$ cat config.mk
export PLATFORM = sky130hd
export DESIGN_NAME = title_screen_ctrl
export DESIGN_NICKNAME = d
export VERILOG_FILES = /design/src/rtl/title_screen_ctrl.sv
export SDC_FILE = /design/constraint.sdc
export NUM_CORES = 1
export LEC_CHECK = 0
export ABC_AREA = 0
export BUFFER_PORTS_ARGS = -buffer_cell sky130_fd_sc_hd__buf_4
export CORE_ASPECT_RATIO = 2
export CORE_MARGIN = 2
export CORE_UTILIZATION = 45
export CTS_CLUSTER_SIZE = 24
export DETAILED_ROUTE_END_ITERATION = 7
export GPL_TIMING_DRIVEN = 0
export PLACE_DENSITY_LB_ADDON = 0.2
export SYNTH_ARGS = -nofsm -noshare
export SYNTH_HDL_FRONTEND = slang
export SYNTH_SLANG_ARGS = --single-unit
export TNS_END_PERCENT = 30
$ cat constraint.sdc
create_clock -name Clk -period 1.9 [get_ports Clk]
set_input_delay 0.095 -clock Clk [delete_from_list [all_inputs] [get_ports Clk]]
set_output_delay 0.095 -clock Clk [all_outputs]
set_load 0.1 [all_outputs]
$ cat src/rtl/title_screen_ctrl.sv
// Screen sequencer (TITLE / PLAY / OVER) with PRESS START blink, game-over hold timer
// and per-pixel logo overlay selection for the colour mapper.
module title_screen_ctrl #(
    parameter int unsigned HOLD_FRAMES = 180,
    parameter int unsigned BLINK_BITS  = 6,
    parameter logic [23:0] LOGO_RGB    = 24'hFFD000,
    parameter logic [23:0] OVER_RGB    = 24'hFF0000,
    parameter logic [23:0] START_RGB   = 24'hFFFFFF
) (
    input  logic        Clk,
    input  logic        Reset,
    input  logic        frame_clk,
    input  logic        start_key,
    input  logic        player_dead,
    input  logic        is_galaga,
    input  logic        is_gameover,
    input  logic        is_press_start,
    output logic [1:0]  screen,
    output logic        game_start,
    output logic        overlay_on,
    output logic [23:0] overlay_rgb
);

    typedef enum logic [1:0] {
        ST_TITLE = 2'd0,
        ST_PLAY  = 2'd1,
        ST_OVER  = 2'd2
    } state_t;

    localparam logic [9:0] HOLD_LAST = 10'(HOLD_FRAMES - 1);

    state_t                r_state;
    state_t                w_state_d;
    logic                  w_game_start_d;
    logic                  r_game_start;
    logic                  r_fsync1;
    logic                  r_fsync2;
    logic                  r_fprev;
    logic                  r_key;
    logic                  r_key_q;
    logic                  r_key_armed;
    logic [BLINK_BITS-1:0] r_blink_cnt;
    logic [9:0]            r_hold_cnt;
    logic                  w_frame_tick;
    logic                  w_start_edge;
    logic                  w_blink_vis;

    always_ff @(posedge Clk or negedge Reset) begin
        if (!Reset) begin
            r_fsync1 <= 1'b0;
            r_fsync2 <= 1'b0;
            r_fprev  <= 1'b0;
        end else begin
            r_fsync1 <= frame_clk;
            r_fsync2 <= r_fsync1;
            r_fprev  <= r_fsync2;
        end
    end

    assign w_frame_tick = r_fsync2 & ~r_fprev;

    // Arming requires the key to be seen low after reset, so a key held through
    // reset release never produces an edge.
    always_ff @(posedge Clk or negedge Reset) begin
        if (!Reset) begin
            r_key       <= 1'b0;
            r_key_q     <= 1'b0;
            r_key_armed <= 1'b0;
        end else begin
            r_key       <= start_key;
            r_key_q     <= r_key;
            r_key_armed <= r_key_armed | ~start_key;
        end
    end

    assign w_start_edge = r_key & ~r_key_q & r_key_armed;

    always_comb begin
        w_state_d      = r_state;
        w_game_start_d = 1'b0;
        case (r_state)
            ST_TITLE: begin
                if (w_start_edge) begin
                    w_state_d      = ST_PLAY;
                    w_game_start_d = 1'b1;
                end
            end
            ST_PLAY: begin
                if (player_dead) begin
                    w_state_d = ST_OVER;
                end
            end
            ST_OVER: begin
                if (w_frame_tick && (r_hold_cnt == HOLD_LAST)) begin
                    w_state_d = ST_TITLE;
                end
            end
            default: w_state_d = ST_TITLE;
        endcase
    end

    always_ff @(posedge Clk or negedge Reset) begin
        if (!Reset) begin
            r_state      <= ST_TITLE;
            r_game_start <= 1'b0;
        end else begin
            r_state      <= w_state_d;
            r_game_start <= w_game_start_d;
        end
    end

    always_ff @(posedge Clk or negedge Reset) begin
        if (!Reset) begin
            r_blink_cnt <= '0;
            r_hold_cnt  <= '0;
        end else begin
            if ((r_state != ST_TITLE) && (w_state_d == ST_TITLE)) begin
                r_blink_cnt <= '0;
            end else if ((r_state == ST_TITLE) && w_frame_tick) begin
                r_blink_cnt <= r_blink_cnt + BLINK_BITS'(1);
            end
            if ((r_state != ST_OVER) && (w_state_d == ST_OVER)) begin
                r_hold_cnt <= '0;
            end else if ((r_state == ST_OVER) && w_frame_tick) begin
                r_hold_cnt <= r_hold_cnt + 10'd1;
            end
        end
    end

    assign w_blink_vis = ~r_blink_cnt[BLINK_BITS-1];

    always_comb begin
        overlay_on  = 1'b0;
        overlay_rgb = 24'h0;
        case (r_state)
            ST_TITLE: begin
                if (is_galaga) begin
                    overlay_on  = 1'b1;
                    overlay_rgb = LOGO_RGB;
                end else if (is_press_start && w_blink_vis) begin
                    overlay_on  = 1'b1;
                    overlay_rgb = START_RGB;
                end
            end
            ST_OVER: begin
                if (is_gameover) begin
                    overlay_on  = 1'b1;
                    overlay_rgb = OVER_RGB;
                end
            end
            default: begin
                overlay_on  = 1'b0;
                overlay_rgb = 24'h0;
            end
        endcase
    end

    assign screen     = r_state;
    assign game_start = r_game_start;

endmodule

==> results of run 1 <==
[cells by family after synthesis]
logic type	count (synthesis)	synth area share [%]
adder cells (fa/ha/maj)	2	1.953
flip-flops	25	48.83
XOR/XNOR	14	9.570
multiplexers	2	1.563
AO/OA/AOI/OAI	6	3.319
AND/OR/NAND/NOR	48	21.29
buffers and inverters	24	13.48
[cell usage after synthesis]
cell type and count:
and4bb_1 1, buf_4 22, nand3_1 3, ha_1 2, o22ai_1 2, and3_1 1, nand2b_1 2, or2b_1 1
mux2i_1 2, inv_1 2, nor4_1 1, o21bai_1 2, o21a_1 2, and4_1 3, nand2_1 4, nand4_1 7
xnor2_1 2, and2_1 2, nor4b_4 1, xor2_1 12, nor4bb_1 1, dfrtp_1 25, nor2b_1 1, nor2_1 20
[cell type report]
class	count	area (sq um)	area share [%]
Multi-Input combinational cell	73	531.8	28.79
Sequential cell	25	633.1	34.28
Buffer	22	200.2	10.84
Clock buffer	4	45.04	2.439
Tap cell	29	36.28	1.965
Timing Repair Buffer	39	392.9	21.27
Inverter	2	7.507	0.4065
[registers in the layout, indices dropped and copies added (netlist names)]
register and flops:
r_key 1, r_blink_cnt 6, r_fsync2 1, screen 2, game_start 1, r_fprev 1
r_hold_cnt 10, r_fsync1 1, r_key_armed 1, r_key_q 1
[repair_timing]
action,CTS,global route
hold endpoints to repair,28,0
cloned,0,1
resized for setup,1,20
endpoints found under the setup margin,8,18
hold buffers,3,0
pin swaps,1,1
setup buffers,1,0
[per-layer routing]
| layer | global-route usage (%) | vias up | share of wire, % |
|---|---|---|---|
| li1 | - | 475 | - |
| met1 | 17.63 | 479 | 35 |
| met2 | 35.00 | 39 | 58 |
| met3 | 3.620 | 5 | 5.0 |
| met4 | 7.742 | 0 | 1.9 |
| met5 | 0 | - | 0 |
[per-stage QoR]
step / instances / worst slack (ns) / instance area (sq um) / TNS [ns] / utilization (%)
2_1_floorplan: 121 / -0.1834 / 1356 / -2.919 / -
3_3_place_gp: 185 / 0.2404 / 1655 / 0 / 60.49
3_5_place_dp: 185 / 0.2430 / 1655 / 0 / 60.49
4_1_cts: 193 / 0.001973 / 1763 / 0 / 64.43
5_1_grt: 194 / 0.03387 / 1847 / 0 / 67.49
6_report: 194 / 0.09323 / 1847 / 0 / 67.49
[placed cells by master (no fill, tap or decap), types with 3 or more instances in the layout]
cell type      netlist  layout
nand4_1              7       7
nand2_1              4       4
buf_12               0       3
clkbuf_8             0       3
xor2_1              12      12
buf_4               22      31
buf_6                0      24
nor2_4               0       3
dfrtp_1             25      23
nor2_1              20      18
dlygate4sd3_1        0       3
and4_1               3       3
nand3_1              3       3
[how the worst min path moves through the flow]
stage / start / endpoint / slack, ns / depth (start not counted)
after floorplan: Reset / game_start / -0.20 / 0
after global placement: Reset / r_hold_cnt[6] / 0.008 / 1
after detailed placement: Reset / r_hold_cnt[9] / 0.01 / 1
after CTS: player_dead / screen[0] / 0.01 / 2
after global routing: player_dead / screen[0] / 0.02 / 2
final: player_dead / screen[0] / 0.02 / 2
==> impl_metrics.ini, run 1 <==
[worst_setup_path]
end_kind = output port
timing.critical_path.mode_cell = buf_6
crit_family = flip-flops
worst-r2r-cell-count = 5
endpoint = overlay_rgb[22]
r2r_start = r_hold_cnt[0]
critPathArrivalTime_ns = 1.71
path_cells = or2b_1, o21bai_4, buf_12, buf_6, buf_6
cp_max_fo = 8
r2r_slack_ns = 0.32
worstPathBufferInverterCount = 3
start_kind = flop
required_ns = 1.80
cp_num_cells = 5
cp_slowest_stage_delay_ns = 0.53
path_class = reg2out
cp_slowest_cell = dfrtp_4
crit_path_start = screen[0]
reg2reg_to = r_blink_cnt[4]

[clock_tree]
cts.sinks = 25
numCtsBuffers = 3
cts-root-buf = clkbuf_8
clk_path_buf_depth = 2
clock_latency_ns = 0.27
cts_max_level = 1
clk_pin_slew_ns = 0.08
cts_tree = built

[global_route]
antenna_found_initial = 0
grt_max_degree = 26
grt_overflow = 0
grt_pass1_wl_um = 4650
grtUsageTotal_pct = 18.05
grt_pass1_vias = 1068

[floorplanning]
pin_count = 36
chipHeight_um = 79.46
start_util_pct = 46.82
die-area_sq_um = 3316
rows = 27
core_sq_um = 2736
die_w_um = 41.73

[synthesis]
synth_area_leader_cell = dfrtp_1
synth_area_sq_um = 1281
ys_ff_latch = 25
synth.area.top_cells = dfrtp_1 (49%), buf_4 (13%), xor2_1 (8.2%)
yosysTopAreaCellShare_pct = 48.83
synthCells = 121
synth-seq-area-share_pct = 48.83
synth_cell_types = 24
syn_nets = 131
synth.yosys.warnings = 0
syn_avg_cell_area_sq_um = 10.59

[timing]
period_needed_ns = 1.807
slew_headroom_pct = 55.55
finalSetupViolations = 0
tightest_slew_ns = 0.6643
finalCritPeriodShare_pct = 95.09
clock_skew_ns = 0.001349
fmax_mhz = 553.5
slew_viol_final = 0
hold_ws_ns = 0.02046
hold_violations = 0
rsz0062_at_grt = no

[worst_hold_path]
hold_class = in2reg

[cells_and_area]
drive_above_1_share_pct = 42.42
diodes = 0
syn_to_final_growth_pct = 44.14
fillers = 222
fin_nets = 176

[place]
hpwl_um = 1978
portBuffers = 35
globalplace.congestion = 0.7495

[routing]
vias = 998
vias_per_cell = 5.144
post_drt_wl_per_cell_um = 13.45
first_iter_violations = 23
wl_um = 2609
drc = 0
drt-pass1-iter-count = 4
ant_nets = 0

[flow_run]
max-cap-violations = 0

[status]
outcome = finished clean
Power of run 1 is left out: the tool's default activity adds up to more than one toggle a clock period on the data nets, which glitch-free logic cannot reach.
==> inputs of run 2 (changes only) <==
- CORE_MARGIN: 2 -> 8
==> run 2 against run 1 <==
Register-to-register slack better by 0.02 ns. Critical path depth increased by 1. Fmax is 1.1% lower. Global-route usage decreased by 6.3 points. Utilization up 0.46 points. Routed wire length is 7.9% higher. Clock skew up 0.0038 ns. Sequential cell count did not move. Hold slack better by 0.23 ns. Critical path type unchanged.
==> impl_metrics.ini, run 2 (synthesis results as in run 1) <==
[status]
outcome = finished clean

[clock_tree]
cts.sinks = 25
clk_path_buf_depth = 2
numCtsBuffers = 3
cts_max_level = 1
cts_tree = built
clk_pin_slew_ns = 0.08
clock_latency_ns = 0.27
cts-root-buf = clkbuf_8

[cells_and_area]
fin_nets = 177
fillers = 218
syn_to_final_growth_pct = 45.12
multi_input_area_sq_um = 526.8
seqCellArea_sq_um = 633.1
diodes = 0
final_cell_mix = buf_4 (31), dfrtp_1 (23), buf_6 (22)
final_common_cell = buf_4
postLayoutCoreUtil_pct = 67.95
regMostFlops = r_hold_cnt
largest_reg_flops = 10
drive_above_1_share_pct = 42.17

[worst_setup_path]
cp_max_fo = 8
cp_slowest_stage_delay_ns = 0.53
worstPathBufferInverterCount = 3
start_kind = flop
end_kind = output port
path_cells = nor2_2, o21a_4, o21bai_4, buf_12, buf_6, buf_6
critPathArrivalTime_ns = 1.73
path_class = reg2out
crit_family = flip-flops
required_ns = 1.80
cp_slowest_cell = dfrtp_4
timing.critical_path.mode_cell = buf_6

[timing]
fmax_mhz = 547.2
tightest_slew_ns = 0.7138
setup_tns_ns = 0
finalCritPeriodShare_pct = 96.18
slew_headroom_pct = 52.24
finalSetupViolations = 0
clock_skew_ns = 0.005136
rsz0062_at_grt = yes
slew_viol_final = 0
fin_ws_ns = 0.07265
period_needed_ns = 1.827
hold_ws_ns = 0.2517
hold_violations = 0

[routing]
vias = 995
vias_per_cell = 5.103
wl_um = 2816
drc = 0
post_drt_wl_per_cell_um = 14.44
first_iter_violations = 19
drt-pass1-iter-count = 4
ant_nets = 0

[global_route]
grt_pass1_wl_um = 4498
antenna_found_initial = 0
use_met2_pct = 21.79
grtUsageMet1_pct = 10.92
grtUsageMet3_pct = 2.124
grt_overflow = 0
top_usage_layer = met2
grt_max_degree = 26
grt_pass1_vias = 1013
grtUsageTotal_pct = 11.76

[floorplanning]
pin_count = 36
rows = 27
start_util_pct = 46.82
die-area_sq_um = 4914
core_sq_um = 2736
die_w_um = 53.73
chipHeight_um = 91.46

[place]
pre_cts_ws_ns = 0.2365
globalplace.congestion = 0.7454
hpwl_um = 2188
portBuffers = 35

[worst_hold_path]
hold_class = in2async

[flow_run]
max-cap-violations = 0
run 2: cell count changes in the layout (fill, tap and decap cells not counted), sizes merged:
cell	before	now
dlygate4sd3	3	4
run 2: per-layer routing:
metal	wire [um]	share of wire [%]	up-vias
li1	-	-	479
met1	983	35	473
met2	1539	55	38
met3	227	8.1	5
met4	66	2.3	0
met5	0	0	-
run 2: final timing paths:
check,end,slack (ns),start,cells past startpoint
max in group asynchronous,screen[1],1.38,Reset,2
min,r_fsync2,0.25,Reset,2
min reg2reg,r_fsync2,0.36,r_fsync1,0
min in group Clk,r_fsync2,0.36,r_fsync1,0
max reg2reg,r_hold_cnt[6],0.34,screen[1],3
max,overlay_rgb[20],0.07,screen[1],6
run 2: final cells by class:
type	instances	share of cell area, %
buffer	22	10.77
inverter	2	0.4038
sequential	25	34.05
timing repair buffer	40	22.07
multi-input combinational	73	28.33
tap	29	1.952
clock buffer	4	2.423
run 2: timing repair:
item,4_1_cts,5_1_grt
endpoints found under the hold margin,29,0
gates cloned,0,1
setup buffers,1,0
resized for setup,1,22
setup endpoints to repair,8,20
pin swaps,1,1
hold buffers,4,0
run 2: per-stage QoR:
stage,instance area [sq um],std cells
6_report,1859,195
5_1_grt,1859,195
4_1_cts,1764,194
3_5_place_dp,1655,185
3_3_place_gp,1655,185
2_1_floorplan,1356,121
Power of run 2 is left out for the same reason.
